**src/rtl/voice_osc.sv**
```systemverilog
// voice_osc: four independent square-wave voices, summed into a 0..4
// level that feeds a 4-slot PWM audio bit. Each voice holds each level
// for exactly period_i clock cycles; period_i = 0 keeps the voice silent.
module voice_osc #(
   parameter logic [31:0] CLOCK_SPEED = 32'd25_000_000
) (
   input  logic        clk,
   input  logic        rst_n,
   input  logic        enable,
   input  logic [31:0] period0,
   input  logic [31:0] period1,
   input  logic [31:0] period2,
   input  logic [31:0] period3,
   output logic [3:0]  square,
   output logic [2:0]  level,
   output logic        pwm_out
);

   logic [31:0] w_period [4];
   logic [31:0] r_cnt    [4];
   logic [3:0]  r_sq;
   logic [2:0]  r_level;
   logic [1:0]  r_pwmCnt;
   logic [2:0]  r_duty;

   assign w_period[0] = period0;
   assign w_period[1] = period1;
   assign w_period[2] = period2;
   assign w_period[3] = period3;

   // Per-voice half-period counters; >= compare lets a shrinking period toggle at once
   always_ff @(posedge clk or negedge rst_n) begin
      if (!rst_n) begin
         for (int i = 0; i < 4; i++) begin
            r_cnt[i] <= 32'd0;
         end
         r_sq <= 4'b0000;
      end else begin
         for (int i = 0; i < 4; i++) begin
            if (!enable || (w_period[i] == 32'd0)) begin
               r_cnt[i] <= 32'd0;
               r_sq[i]  <= 1'b0;
            end else if (r_cnt[i] >= (w_period[i] - 32'd1)) begin
               r_cnt[i] <= 32'd0;
               r_sq[i]  <= ~r_sq[i];
            end else begin
               r_cnt[i] <= r_cnt[i] + 32'd1;
            end
         end
      end
   end

   // Mixer: count of voices currently high, one cycle behind the square bits
   always_ff @(posedge clk or negedge rst_n) begin
      if (!rst_n) begin
         r_level <= 3'd0;
      end else begin
         r_level <= {2'b00, r_sq[0]} + {2'b00, r_sq[1]}
                  + {2'b00, r_sq[2]} + {2'b00, r_sq[3]};
      end
   end

   // PWM frame counter runs regardless of enable; duty is latched only at frame end
   always_ff @(posedge clk or negedge rst_n) begin
      if (!rst_n) begin
         r_pwmCnt <= 2'd0;
         r_duty   <= 3'd0;
      end else begin
         r_pwmCnt <= r_pwmCnt + 2'd1;
         if (r_pwmCnt == 2'd3) begin
            r_duty <= r_level;
         end
      end
   end

   assign square  = r_sq;
   assign level   = r_level;
   assign pwm_out = ({1'b0, r_pwmCnt} < r_duty);

endmodule
```
**config.mk**
```make
export PLATFORM = sky130hd
export DESIGN_NAME = voice_osc
export DESIGN_NICKNAME = d
export VERILOG_FILES = /design/src/rtl/voice_osc.sv
export SDC_FILE = /design/constraint.sdc
export NUM_CORES = 1
export LEC_CHECK = 0
export CORE_ASPECT_RATIO = 0.7
export CORE_MARGIN = 1.5
export CORE_UTILIZATION = 30
export CTS_CLUSTER_DIAMETER = 200
export CTS_CLUSTER_SIZE = 20
export DETAILED_ROUTE_END_ITERATION = 10
export PLACE_DENSITY_LB_ADDON = 0.25
export SYNTH_ARGS = -nofsm -noshare
export SYNTH_HDL_FRONTEND = slang
export SYNTH_SLANG_ARGS = --single-unit
```
**constraint.sdc**
```tcl
create_clock -name clk -period 4.1 [get_ports clk]
set_input_delay 0.82 -clock clk [delete_from_list [all_inputs] [get_ports clk]]
set_output_delay 0.82 -clock clk [all_outputs]
set_load 0.02 [all_outputs]
```
======== After elaboration in Yosys (flattened, before gate mapping) ========
Index checks and enable logic that the tools add are counted.
storage, ports and cells
  bits in registers ....................... 140
  word-level logic and storage cells ...... 62
operators by class
  $add $sub $neg .......................... 12
  magnitude comparators ................... 5
  equality and inequality tests ........... 1
  muxes and demuxes ....................... 16
  bitwise operators ....................... 4
  reductions and logical operators ........ 13
operators with widths
  cell                                                                   number
  32-bit 2-to-1 mux                                                      8
  32-bit by 1-bit adder with 32-bit output (second input constant)       4
  32-bit >= comparator                                                   4
  32-bit logical NOT                                                     4
  32-bit by 1-bit subtractor with 32-bit output (second input constant)  4
  1-bit 2-to-1 mux                                                       8
  2-bit nonzero test                                                     4
  1-bit logical OR                                                       4
  1-bit NOT                                                              4
  2-bit by 1-bit adder with 3-bit output                                 1
  3-bit by 1-bit adder with 3-bit output                                 1
  2-bit by 3-bit < comparator with 1-bit output                          1
  1-bit by 1-bit adder with 2-bit output                                 1
  2-bit by 1-bit adder with 2-bit output (second input constant)         1
  2-bit == test (second input constant)                                  1
  1-bit logical NOT                                                      1

======== Longest topological paths before layout ========
  word-level depth ........................ 4
  gate-level depth with buffers ........... 16
  mapped depth without buffers ............ 15

======== Worst setup path before layout ========
Ideal clock, no wire load.
  kind .................................... in2reg
  from .................................... in period3[15]
  to ...................................... reg r_cnt[23] (netlist name)
  library setup time ...................... 0.121 ns
  arrival time ............................ 4.197 ns
  path slack .............................. -0.219 ns
  stages on the path ...................... 14
  path buffers ............................ 1
  cell sequence ........................... or4_1 or4_4 nor4_2 nand2_1 or4_1 xor2_1 ha_1 nand4_1 nor4b_1 a221oi_1 o21a_1 nand3b_1 buf_2 nor2_1
on the way
  cells in the longest elaborated chain, start to end .. 4
RTL lines
  what                                           RTL line  text
  start, declared                                13        input logic [31:0] period3,
  32-bit by 1-bit subtractor with 32-bit output  43        end else if (r_cnt[i] >= (w_period[i] - 32'd1)) begin
  32-bit >= comparator                           43
  32-bit 2-to-1 mux                              43
  32-bit 2-to-1 mux *                            40        if (!enable || (w_period[i] == 32'd0)) begin
  end signal, assigned by index                  47        r_cnt[i] <= r_cnt[i] + 32'd1;
  end, declared                                  20        logic [31:0] r_cnt [4];
Mark *: on every way between the ends. The rest lies on a longest branch, timed or not.
A chain may end at the register's enable or synchronous reset.

======== Final worst setup path ========
  from .................................... in period0[10]
  to ...................................... reg r_cnt[120] (netlist name)
on the way
  cells in the longest elaborated chain, start to end .. 4
RTL lines
  what                                           RTL line  text
  start, declared                                10        input logic [31:0] period0,
  32-bit by 1-bit subtractor with 32-bit output  43
  32-bit >= comparator                           43
  32-bit 2-to-1 mux                              43
  32-bit 2-to-1 mux *                            40
Marked as above.

==> impl_metrics.tcl <==
set metrics [dict create \
    status "finished, final reports clean" \
    routedWlPerCell_um 14.8 \
    grt-ovfl-total 0 \
    initial_utilization_pct 30.8 \
    synth_edf_count 0 \
    rr_worst_depth 10 \
    synth_top_family_by_area "simple AND/OR/NAND/NOR gates" \
    p_switching_uw 990 \
    clock_latency_ns 0.43 \
    yosys_most_used_dff "dfrtp_1" \
    fillerInstances 3655 \
    end_kind "flop" \
    required_ns 4.46 \
    r2r_setup_slack_ns 1.18 \
    power.share.sequential_pct 37.4 \
    combPwrFrac_pct 17.8 \
    cts_tree "done" \
    ys_seq_area_share_pct 30.4 \
    setup_tns_ns 0 \
    syn-cell-area_um2 11500 \
    grt_pass1_wl_um 51700 \
    final.period_utilization_pct 97.2 \
    cts_buffers 17 \
    routed_wl_um 32700 \
    ant_nets 0 \
    synth_top_cell_by_area "dfrtp_1" \
    finalPower_mw 3.81 \
    final_hold_viol_count 0 \
    clockBufferDepth 2 \
    cp.arrival_ns 4.34 \
    hold_class "input port to asynchronous set/reset pin" \
    synth_fa_ha_area_share_pct 15.8 \
    grt_pass1_vias 10200 \
    row_count 59 \
    viasPerCell 4.85 \
    drcViolationCount 0 \
    fin_skew_ns 0.0126 \
    cp_max_fo 5 \
    cp-start-kind "input port" \
    fin_area_um2 16600 \
    dieArea_um2 39600 \
    core_um2 37500 \
    io_pins 139 \
    drive_gt1_share_pct 22.2 \
    io_buffers 138 \
    reg2reg_to "r_cnt[120]" \
    final_nets 1982 \
    place_congestion 0.850 \
    yosys_warnings 0 \
    crit_start "period0[10]" \
    clk_pin_slew_worst_paths_ns 0.06 \
    period_minus_slack_ns 3.99 \
    tightest_slew_ns 1.07 \
    areaGrowthSynthToFinish_pct 43.9 \
    synth_xor_area_share_pct 18.1 \
    synth_top_area_share_pct 30.4 \
    syn_area_per_cell_um2 8.65 \
    drv_slew 0 \
    detailed_place_hpwl_um 25100 \
    setup_viol 0 \
    die_y_um 167 \
    slew-limit-headroom_pct 27.1 \
    cellPowerDensity_nw_per_um2 229 \
    via_count 10700 \
    cts_root_buf "clkbuf_16" \
    worst_ir_drop_vdd_v 0.000238 \
    synth.area.mux_share_pct 0.456 \
    grt_max_degree 76 \
    htreeDepth 4 \
    fp.dieW_um 237 \
    syn_inst 1333 \
    ys_ff_latch 140 \
    synthSimpleGateAreaFrac_pct 27.2 \
    antenna_found_initial 0 \
    hold_buffers 0 \
    endpoint "r_cnt[120]" \
    dr.pass1.iters 5 \
    worstSetupPathType "input port to flop" \
    clock-sinks 140 \
    max_freq_mhz 251 \
    synth-async-reset-ratio_pct 100 \
    grt_usage_pct 16.2 \
    p_leak_nw 7.38 \
    synth_compound_area_share_pct 6.04 \
    diodes 0 \
    p_clk_share_pct 44.8 \
    max_cap_viol_count 0 \
    yosys-top-cells-area "dfrtp_1, ha_1, xnor2_1" \
    place_area_um2 15100 \
    drt_iter0_drc 432 \
    switching_share_pct 26.0 \
    r2r-start "r_cnt[96]" \
    synth.net_count 1609 \
    internal_power_mw 2.82 \
    yosysUniqueCellTypes 50 \
]
==> state kept, by name (all words and copies together) (netlist names) <==
name      flops
square        4
r_pwmCnt      2
r_cnt       128
level         3
r_duty        3
==> cell type report <==
type / instances / area, µm² / area share, %
multi-input cells: 1139 / 8380 / 50.5
well taps: 488 / 611 / 3.68
repair buffers: 373 / 3330 / 20.1
clock inverters: 12 / 186 / 1.12
flip-flops and latches: 140 / 3500 / 21.1
clock buffers: 19 / 453 / 2.73
inverters: 35 / 131 / 0.792
==> placed cells by master (no fill, tap or decap), types with 19 or more instances in the layout <==
cell,instances
a21oi_1,46
nor2_2,19
and3_1,26
dfrtp_1,140
nand3_1,63
xnor2_1,128
nor3_1,29
ha_1,143
nand4_1,44
clkbuf_16,20
buf_4,221
dlymetal6s2s_1,26
nor2_1,211
nand2_1,100
clkdlybuf4s50_1,103
xor2_1,108
inv_1,33
==> kinds of logic (layout without fill, tap and decap cells) <==
family          after synthesis  count (layout)
simple gates                641             641
mux                           5               5
flops                       140             140
compound gates              110             110
buf+inv                      54             439
xor+xnor                    238             238
fa+ha+maj                   145             145
==> worst max-delay path, stage by stage <==
cell,delay (ns)
clkdlybuf4s50_1,0.47
nor4_4,0.26
nand4_1,0.20
nor2_2,0.18
nand2_2,0.11
buf_6,0.15
buf_4,0.14
nor3_4,0.16
xnor2_1,0.15
ha_1,0.28
a21oi_2,0.15
o21a_1,0.16
nor2_1,0.05
a2111oi_2,0.32
buf_4,0.17
o211ai_1,0.09
buf_4,0.22
buf_4,0.16
nor2_1,0.10
==> power by group through the flow <==
stage | sequential (mW) | combinational [mW] | clock (mW)
floorplan | 1.45 | 0.222 | 0
global placement | 1.45 | 0.621 | 0
detailed placement | 1.45 | 0.631 | 0
CTS | 1.42 | 0.650 | 1.76
global route | 1.43 | 0.750 | 1.82
finish | 1.43 | 0.678 | 1.70
==> metrics by stage <==
stage                     cells  hold WS, ns  utilization [%]  setup WS (ns)
final                      2206        0.380             44.2          0.114
after detailed placement   2150        0.433             40.2         -0.788
after floorplan            1333        0.412                -        -0.0156
after global routing       2206        0.405             44.2        -0.0975
after CTS                  2189        0.389             42.5      0.0000169
after global placement     2150        0.424             40.2         -0.755
==> repair_timing <==
item,4_1_cts,5_1_grt
gates resized for setup,40,144
setup buffers,6,14
pin swaps,9,54
gates cloned,2,5
hold endpoints to repair,0,0
setup endpoints to repair,131,131
==> per-layer routing <==
| layer | global-route usage [%] | wire length, µm |
|---|---|---|
| met1 | 24.4 | 17100 |
| met2 | 23.6 | 14100 |
| met3 | 3.22 | 1210 |
| met4 | 3.63 | 346 |
| met5 | 0 | 0 |
==> worst min path at each step <==
stage / start / endpoint / slack (ns) / cells past startpoint
detailed placement: r_pwmCnt[0] / r_pwmCnt[0] / 0.43 / 1
finish: rst_n / r_cnt[110] / 0.38 / 1
floorplan: r_pwmCnt[0] / r_pwmCnt[0] / 0.41 / 1
CTS: rst_n / r_cnt[110] / 0.39 / 1
global placement: r_pwmCnt[0] / r_pwmCnt[0] / 0.42 / 1
global route: rst_n / r_cnt[110] / 0.41 / 1
==> cell usage after synthesis, drive strengths merged (12+ instances only) <==
library cell,count
nor2,231
a21oi,48
inv,35
and4,15
clkbuf,12
nand3,67
dfrtp,140
nor4,33
or3,22
nor3,42
xor2,110
nand4,44
or4,14
and3,28
nand2,103
xnor2,128
ha,144
o21ai,14
Note: power is estimated with default switching activity, not from simulation.
